===== config.mk =====
export PLATFORM = sky130hd
export DESIGN_NAME = pc_flow_ctrl
export DESIGN_NICKNAME = d
export VERILOG_FILES = /design/src/rtl/pc_flow_ctrl.sv
export SDC_FILE = /design/constraint.sdc
export NUM_CORES = 1
export LEC_CHECK = 0
export CORE_MARGIN = 2
export CORE_UTILIZATION = 39
export CTS_CLUSTER_SIZE = 20
export DETAILED_ROUTE_END_ITERATION = 8
export PLACE_DENSITY = 0.75
export SLEW_MARGIN = 25
export SYNTH_ARGS = -nofsm -noshare
export SYNTH_HDL_FRONTEND = slang
export SYNTH_SLANG_ARGS = --single-unit
export TNS_END_PERCENT = 10

===== constraint.sdc =====
create_clock -name clk -period 6.2 [get_ports clk]
set_input_delay 0.93 -clock clk [delete_from_list [all_inputs] [get_ports clk]]
set_output_delay 0.93 -clock clk [all_outputs]
set_load 0.01 [all_outputs]

===== src/rtl/pc_flow_ctrl.sv =====
// Fetch-address and exception-redirect controller: owns the F-stage PC, the
// EPC register and the exception level, and raises the pipeline flush strobes.
module pc_flow_ctrl #(
    parameter logic [31:0] RESET_PC   = 32'h0000_3000,
    parameter logic [31:0] HANDLER_PC = 32'h0000_4180
) (
    input  logic        clk,
    input  logic        reset,
    input  logic        stall,
    input  logic        br_taken,
    input  logic [31:0] br_target,
    input  logic        jr_valid,
    input  logic [31:0] jr_target,
    input  logic        eret_d,
    input  logic        exc_m,
    input  logic        int_req,
    input  logic [31:0] pc_m,
    input  logic        pc_m_valid,
    input  logic        bd_m,
    input  logic        epc_we,
    input  logic [31:0] epc_wdata,
    output logic [31:0] pc_f,
    output logic [31:0] epc,
    output logic        exl,
    output logic        flush_all,
    output logic        flush_fd
);

    typedef enum logic {
        RUN = 1'b0,
        EXL = 1'b1
    } state_t;

    state_t      state;
    state_t      state_next;
    logic [31:0] pc_next;
    logic [31:0] epc_next;
    logic        take;
    logic        eret_go;

    // Interrupts arriving while M holds a bubble are simply retried next cycle.
    assign take    = (exc_m | int_req) & pc_m_valid & (state == RUN);
    assign eret_go = (state == EXL) & eret_d & ~stall;

    always_comb begin
        // NOTE: every output of this block gets a default first so no path leaves
        // a signal unassigned, which would otherwise infer a latch.
        pc_next    = pc_f + 32'd4;
        state_next = state;
        epc_next   = epc;
        flush_all  = 1'b0;
        flush_fd   = 1'b0;

        if (take) begin
            pc_next    = HANDLER_PC;
            state_next = EXL;
            flush_all  = ~reset;
        end else if (eret_go) begin
            pc_next    = epc;
            state_next = RUN;
            flush_fd   = ~reset;
        end else if (stall) begin
            pc_next = pc_f;
        end else if (jr_valid) begin
            pc_next = jr_target;
        end else if (br_taken) begin
            pc_next = br_target;
        end

        // A faulting or interrupted instruction in a delay slot restarts at its branch.
        if (take) begin
            epc_next = bd_m ? (pc_m - 32'd4) : pc_m;
        end else if (epc_we) begin
            epc_next = epc_wdata;
        end
    end

    // NOTE: sequential state uses non-blocking assignments so every register
    // samples the pre-edge values regardless of statement order.
    always_ff @(posedge clk) begin
        if (reset) begin
            state <= RUN;
            pc_f  <= RESET_PC;
            epc   <= 32'h0000_0000;
        end else begin
            state <= state_next;
            pc_f  <= pc_next;
            epc   <= epc_next;
        end
    end

    assign exl = (state == EXL);

endmodule


## Yosys cells after proc, flatten, opt, wreduce, memory -nomap -nowiden

Cells that the tools add are included.

| storage, ports and cells | value |
|---|---|
| bits in registers | 65 |
| logic and storage cells | 32 |
| output and inout bits | 67 |

| cells by class | value |
|---|---|
| eq/ne operators | 2 |
| reductions and logical operators | 3 |
| add/sub/neg operators | 2 |
| multiplexer cells | 13 |
| bitwise gates (word level) | 8 |

Operators by type and width:

| operator | count |
|---|---|
| 2-to-1 mux 32 bit | 7 |
| adder 32 x 3 -> 32 bit, second input constant | 1 |
| subtractor 32 x 3 -> 32 bit, second input constant | 1 |
| 2-to-1 mux 15 bit | 1 |
| 2-to-1 mux 1 bit | 5 |
| AND 1 bit | 4 |
| nonzero test 2 bit | 2 |
| inequality test 3 x 1 -> 1 bit, second input constant | 1 |
| NOT 1 bit | 3 |
| inequality test 2 x 1 -> 1 bit, second input constant | 1 |
| OR reduction 2 bit | 1 |
| OR 1 bit | 1 |

## Longest topological paths before layout

Gate-level depths: netlist of the first run.

| depth | value |
|---|---|
| word-level depth | 6 |
| gate-level depth with buffers | 8 |
| mapped depth without buffers | 7 |

## Worst setup path before layout of the first run

OpenSTA, ideal clock, no wires.

| timing | value |
|---|---|
| kind | input port to output port |
| start point | input port reset |
| end point | output port flush_fd |
| data arrival time | 2.083 ns |
| slack | 3.187 ns |
| stages | 5 |
| path buffers | 2 |
| cells stage by stage | clkbuf_1 clkinv_1 o21ai_1 clkbuf_1 nor3_1 |

| on the way | value |
|---|---|
| word-level cells in the longest chain between the ends | 3 |

Ends and longest elaborated chain:

| item | RTL line | source |
|---|---|---|
| from (decl) | 8 | `input logic reset,` |
| NOT 1 bit | 61 | `flush_fd = ~reset;` |
| 2-to-1 mux 1 bit | 58 | `end else if (eret_go) begin` |
| 2-to-1 mux 1 bit | 54 | `if (take) begin` |
| to (decl) | 26 | `output logic flush_fd` |

No other way between the ends.

## Worst setup path after layout of the first run

Ends and elaborated chain as after synthesis.

==> summary.md, run 1 <==
| Metric | Value |
|---|---|
| Pins over their slew limit | `0` |
| CP endpoint | `flush_fd` |
| Fin crit period | `4.12 ns` |
| WP data required | `5.27 ns` |
| Largest family of logic cells by synthesized area | `simple AND/OR/NAND/NOR gates` |
| DRC viols | `0` |
| H-tree depth | `3` |
| Max-Cap Viols | `0` |
| DR vias/cell | `6.08` |
| Top Ports | `206` |
| # diodes | `0` |
| Clock skew | `0.00904 ns` |
| Synth Area in Compound Gates | `0.255` |
| RSZ-0062 raised after global routing | `false` |
| Routed len/inst | `18.9 um` |
| Post_cts resized | `0` |
| Worst path top cell family by delay | `buffers and inverters` |
| Syn_area_per_cell | `7.77 um^2` |
| Area share of the largest cell type after synthesis | `0.273` |
| Post-CTS Hold Fix Bufs | `0` |
| Crit Path Class | `input port to output pin` |
| DP HPWL | `13,400 um` |
| GRT Total Usage | `0.264` |
| Gate Count Post-Synth | `614` |
| Overflow after GRT | `0` |
| Initial antenna violation count | `0` |
| Peak supply drop | `0.128 mV` |
| Crit path buffers/inverters | `4` |
| Largest net degree at the start of global routing | `59` |
| Final net count | `929` |
| Max Clk Rate | `243 MHz` |
| Mux cell area share after synthesis | `0.0703` |
| Clock root buffer | `clkbuf_16` |
| P&R area growth vs syn | `50.4%` |
| Final Util | `0.600` |
| Simple-gate share of the synthesized area | `0.267` |
| Die Height | `115 um` |
| Drt first pass iters | `5` |
| Most frequent cell after synthesis | `dfxtp_1` |
| Sequential share of the synthesized area | `0.273` |
| Critical path's slowest cell | `clkdlybuf4s50_1` |
| Post-synth EDFFs | `0` |
| CTS tree | `done` |
| Post-Layout Cell Count | `939` |
| Synth top area cells | `dfxtp_1, xnor2_1, a21oi_1` |
| Post-Syn Nets | `755` |
| Clk network pwr share | `0.376` |
| Clock-pin slew on the worst setup and hold paths | `0.05 ns` |
| Die width | `115 um` |
| Design area | `7170 um^2` |
| Setup Slack @ Placement | `2.08 ns` |
| Overall power | `1.42 mW` |
| Worst slew pin tran | `1.01 ns` |
| PD cells | `197 nW/um^2` |
| Gpl congestion | `0.877` |
| Crit end category | `output pin` |
| Setup TNS | `0 ns` |
| Placed Cells | `924` |
| ANT nets after route | `0` |
| Critical register-to-register path startpoint | `pc_f[2]$_SDFFE_PP0P_` |
| Clock latency at the later pin of the worst-skew pair | `0.32 ns` |
| Reg-to-Reg End | `pc_f[30]$_SDFFE_PP0P_` |
| Vias | `5,710` |
| Status | `finished clean` |
| First-pass GRT wire length | `27,700 um` |
| CP max stage delay | `0.97 ns` |
| Rows | `40` |
| Fin crit share | `0.664` |
| CP cell instances | `clkdlybuf4s50_1 -> clkinv_1 -> o21ai_2 -> buf_4 -> nor3_1 -> clkdlybuf4s50_1` |
| Leak | `2.42 nW` |
| Mapped Area | `4770 um^2` |
| Fraction of layout cells with a size suffix above 1 | `0.0859` |
| CP startpoint kind | `input port` |
| Sink Count | `65` |
| Synth Area in Adders | `0.00525` |
| Combinational power share | `0.268` |
| Core Region | `12,000 um^2` |
| Yosys cell types | `60` |
| Bufs on Longest Clock Path | `2` |
| XOR/XNOR share of the synthesized area | `0.0789` |
| DR iter-0 viols | `392` |
| Primary FF master, synth | `dfxtp_1` |
| TritonCTS Buffers | `9` |
| Die area | `13,100 um^2` |
| Most used cell, CP | `clkdlybuf4s50_1` |
| Final setup fails | `0` |
| Levels on crit path | `6` |
| Yosys warns | `0` |
| Initial Util | `0.399` |
| Seq cells post-synth | `65` |
| Switching Share | `0.285` |
| Yosys top cell by area | `dfxtp_1` |
| Setup bufs post-CTS | `0` |
| Power share of the sequential group | `0.356` |
| Port Buffers | `205` |
| HP Class | `register to register` |
| Int Pwr | `1.01 mW` |
| R2R depth | `6` |
| Setup crit start | `reset` |
| Setup slack after layout | `2.08 ns` |
| Post-Route WL | `17,800 um` |
| Top cells by count, synth | `dfxtp_1, nor2_1, a21oi_1` |
| Switch Pwr | `403 uW` |
| DP Area | `6870 um^2` |
| Slew headroom | `0.324` |
| Worst hold slack | `0.479 ns` |
| Hold Violations, Final | `0` |
| Arrival time of the worst setup path | `3.19 ns` |
| Reg2reg setup slack | `3.51 ns` |
| Ys async rst share | `0` |
| Vias in the first global route | `5,364` |
| Worst-path maximum fanout | `26` |
==> tightest hold or removal path, cell delays in order, from the launching register on <==
cell      delay [ns]
dfxtp_1         0.31
nand2b_1        0.06
a21oi_1         0.06
==> routing by layer <==
layer / track usage / vias up / part of all wire / wire length (um)
li1: - / 2679 / - / -
met1: 0.353 / 2701 / 0.42 / 7470
met3: 0.0540 / 44 / 0.087 / 1550
met2: 0.429 / 286 / 0.46 / 8250
met5: 0 / - / 0 / 0
met4: 0.0813 / 0 / 0.028 / 505
==> power by group through the flow <==
stage,registers (mW),logic [mW],clock network (mW)
floorplan,0.508,0.159,0
global placement,0.510,0.370,0
detailed placement,0.512,0.375,0
CTS,0.503,0.378,0.535
global route,0.510,0.408,0.558
finish,0.504,0.380,0.532
==> final cells by class <==
| type | instances | area (um^2) |
|---|---|---|
| clock buffers | 9 | 225 |
| clock inverters | 6 | 83.8 |
| fillers | 1065 | 4790 |
| inverters | 10 | 37.5 |
| multi-input cells | 489 | 3240 |
| flip-flops and latches | 65 | 1300 |
| well taps | 147 | 184 |
| repair buffers | 213 | 2110 |
==> kinds of logic (layout without fill, tap and decap cells) <==
logic type                 count (synthesis)  count (layout)
and+or+nand+nor                          227             227
muxes                                     31              31
adders and majority gates                  2               2
buffers and inverters                     60             238
DFF                                       65              65
AOI/OAI and AO/OA                        186             186
xor gates and xnor gates                  43              43
==> sequential cells by signal (all words and copies together) (netlist names), named ones only <==
register	flops
exl	1
epc	32
pc_f	30
==> worst min path at each step <==
stage,from,to,slack (ns),cells past startpoint
after CTS,register,register,0.48,2
final,register,register,0.48,2
after global placement,register,register,0.46,2
after detailed placement,register,register,0.47,2
after global routing,register,register,0.51,2
after floorplan,register,register,0.49,2
==> placed cells by master, fill, tap and decap left out, drive strengths merged, types with 3 or more instances in the layout <==
cell	instances
or4	6
dfxtp	65
o211ai	12
xor2	14
nand4b	3
nand3	21
o32ai	5
nor2b	4
nor3	27
o21a	3
o21ai	47
a221o	5
mux2i	11
xnor2	29
nand4	12
o31ai	4
nor4	21
and4	3
nor2	56
clkinv	6
buf	9
or3	14
mux2	20
clkdlybuf4s50	204
a211oi	14
and3	4
o22ai	4
nand2	37
a311oi	3
a31oi	7
inv	8
nand2b	7
or2	5
a21oi	48
a221oi	19
clkbuf	9
Note: power is estimated with default switching activity, not from simulation.
==> run 2, diff against run 1 <==
--- a/config.mk
+++ b/config.mk
@@ -9,7 +9,7 @@
 export CORE_UTILIZATION = 39
 export CTS_CLUSTER_SIZE = 20
 export DETAILED_ROUTE_END_ITERATION = 8
-export PLACE_DENSITY = 0.75
+export PLACE_DENSITY = 0.78
 export SLEW_MARGIN = 25
 export SYNTH_ARGS = -nofsm -noshare
 export SYNTH_HDL_FRONTEND = slang
==> constraint.sdc (replaced) <==
create_clock -name clk -period 3.4 [get_ports clk]
set_input_delay 0.51 -clock clk [delete_from_list [all_inputs] [get_ports clk]]
set_output_delay 0.51 -clock clk [all_outputs]
set_load 0.01 [all_outputs]
==> summary.md, run 2 (synthesized netlist as in run 1, its figures left out) <==
| Metric | Value |
|---|---|
| Post_cts resized | `0 (unchanged)` |
| Core Region | `12,000 um^2 (unchanged)` |
| Clock latency at the later pin of the worst-skew pair | `0.33 ns (about the same)` |
| Final net count | `936 (+0.75%)` |
| Clk network pwr share | `0.390 (+0.014)` |
| Port Buffers | `205 (unchanged)` |
| DR vias/cell | `5.93 (-2.4%)` |
| Post-Route WL | `18,600 um (+4.6%)` |
| Arrival time of the worst setup path | `3.00 ns (-0.19 ns)` |
| FILL cells | `1,065 (unchanged)` |
| Clock skew | `0.00781 ns (-0.00123 ns)` |
| P&R area growth vs syn | `52.0%` |
| Gpl congestion | `0.911 (+3.8%)` |
| Setup bufs post-CTS | `0 (unchanged)` |
| Routing usage on met3 | `0.0476 (-0.00635)` |
| R2R depth | `5 (-1)` |
| GRT Total Usage | `0.282 (+0.0177)` |
| Met2 GRT Util | `0.450 (+0.0213)` |
| Overflow after GRT | `0 (unchanged)` |
| Setup slack after layout | `0.603 ns (-1.48 ns)` |
| Slew headroom | `0.496 (+0.172)` |
| Switching Share | `0.287 (+0.00171)` |
| Combinational power share | `0.264 (-0.004)` |
| Largest net degree at the start of global routing | `57 (-3.4%)` |
| Routed len/inst | `19.6 um (+3.6%)` |
| Status | `finished clean` |
| CTS tree | `done` |
| Worst-path maximum fanout | `10 (-62%)` |
| Max Clk Rate | `358 MHz` |
| CP startpoint kind | `input port` |
| Initial antenna violation count | `1 (+1)` |
| HP Class | `register to register` |
| Top Ports | `206 (unchanged)` |
| Worst slew pin tran | `0.756 ns (-0.255 ns)` |
| Fraction of layout cells with a size suffix above 1 | `0.0950 (+0.00914)` |
| Crit end category | `register` |
| Final setup fails | `0 (unchanged)` |
| Die width | `115 um (unchanged)` |
| Initial Util | `0.399 (unchanged)` |
| Most flops, register | `epc` |
| ANT nets after route | `0 (unchanged)` |
| Max reg flops | `32 (unchanged)` |
| Top Usage Layer GRT | `met2` |
| Die Height | `115 um (unchanged)` |
| Hold Violations, Final | `0 (unchanged)` |
| Vias in the first global route | `5,493 (+2.4%)` |
| DR iter-0 viols | `305 (-22%)` |
| Rows | `40 (unchanged)` |
| RSZ-0062 raised after global routing | `false` |
| DRC viols | `0 (unchanged)` |
| Sink Count | `65 (unchanged)` |
| Setup TNS | `0 ns (unchanged)` |
| Crit Path Class | `input port to register` |
| Peak supply drop | `0.244 mV (+91%)` |
| Most common cell after layout, fill and taps aside | `clkdlybuf4s50_1` |
| Leak | `2.46 nW (+1.7%)` |
| Die area | `13,100 um^2 (unchanged)` |
| Post-CTS Hold Fix Bufs | `0 (unchanged)` |
| H-tree depth | `3 (unchanged)` |
| Clock-pin slew on the worst setup and hold paths | `0.06 ns (about the same)` |
| Bufs on Longest Clock Path | `2 (unchanged)` |
| WHS Path Cells | `2 (unchanged)` |
| Pins over their slew limit | `0 (unchanged)` |
| TritonCTS Buffers | `9 (unchanged)` |
| Met1 Track Usage GR | `0.389 (+0.0360)` |
| Post-Layout Cell Count | `948 (+0.96%)` |
| Placed Cells | `931 (+0.76%)` |
| Max-Cap Viols | `0 (unchanged)` |
| PD cells | `366 nW/um^2 (+86%)` |
| Power share of the sequential group | `0.346 (-0.010)` |
| Worst hold slack | `0.475 ns (-0.00430 ns)` |
| Fin crit period | `2.80 ns` |
| First-pass GRT wire length | `29,200 um (+5.5%)` |
| Switch Pwr | `761 uW (+89%)` |
| WP data required | `3.60 ns (-1.67 ns)` |
| Setup Slack @ Placement | `0.286 ns (-1.79 ns)` |
| Fin crit share | `0.823` |
| Clock root buffer | `clkbuf_16` |
| DP HPWL | `14,000 um (+4.5%)` |
| Drt first pass iters | `5 (unchanged)` |
| Vias | `5,624 (-1.5%)` |
| Int Pwr | `1.90 mW (+87%)` |
| Most frequent cells in the layout | `clkdlybuf4s50_1, dfxtp_1, nor2_1` |
## run 2: cell count changes in the layout (fill, tap and decap cells not counted)
cell / before / now
nor2b_1: 4 / 3
clkinv_4: 1 / 0
and2_1: 0 / 1
clkinvlp_4: 0 / 1
clkbuf_8: 0 / 2
and2_2: 1 / 0
nor2b_2: 0 / 1
buf_4: 8 / 15
clkinv_2: 3 / 2
diode_2: 0 / 1
## run 2: critical path, stage by stage
cell and delay (ns):
clkdlybuf4s50_1 0.48, or4_4 0.56, or4_1 0.82, nor4_4 0.36
xnor2_1 0.18, a21oi_2 0.08
## run 2: power groups by stage
| stage | Sequential, mW | Combinational (mW) | Clock (mW) |
|---|---|---|---|
| finish | 0.921 | 0.701 | 1.04 |
| CTS | 0.918 | 0.700 | 1.03 |
| detailed placement | 0.934 | 0.694 | 0 |
| floorplan | 0.926 | 0.290 | 0 |
| global placement | 0.933 | 0.681 | 0 |
| global route | 0.931 | 0.756 | 1.07 |
## run 2: final timing paths
check                       start                    end  slack (ns)
max                       pc_m[9]   epc[27]$_SDFFE_PP0P_        0.60
min                      register               register        0.47
max reg2reg  pc_f[5]$_SDFFE_PP0P_  pc_f[23]$_SDFFE_PP0P_        0.92
min reg2reg              register               register        0.47
## run 2: stage by stage
| step | power, mW | cell area (um^2) | utilization |
|---|---|---|---|
| after floorplan | 1.22 | 4770 | - |
| final | 2.66 | 7250 | 0.606 |
| after global placement | 1.61 | 6920 | 0.578 |
| after global routing | 2.76 | 7250 | 0.606 |
| after CTS | 2.65 | 7250 | 0.606 |
| after detailed placement | 1.63 | 6920 | 0.578 |
## run 2: layer usage
layer / part of all wire / vias up
met2: 0.47 / 254
li1: - / 2698
met3: 0.072 / 30
met1: 0.44 / 2642
met5: 0 / -
met4: 0.019 / 0
## run 2: final cells by class
| cell class | count | area [um^2] | area share |
|---|---|---|---|
| inverter | 10 | 37.5 | 0.00518 |
| clock buffer | 11 | 253 | 0.0349 |
| clock inverter | 5 | 77.6 | 0.0107 |
| antenna | 1 | 2.50 | 0.000345 |
| timing repair buffer | 220 | 2160 | 0.298 |
| multi-input combinational | 489 | 3240 | 0.446 |
| sequential | 65 | 1300 | 0.179 |
| tap | 147 | 184 | 0.0254 |
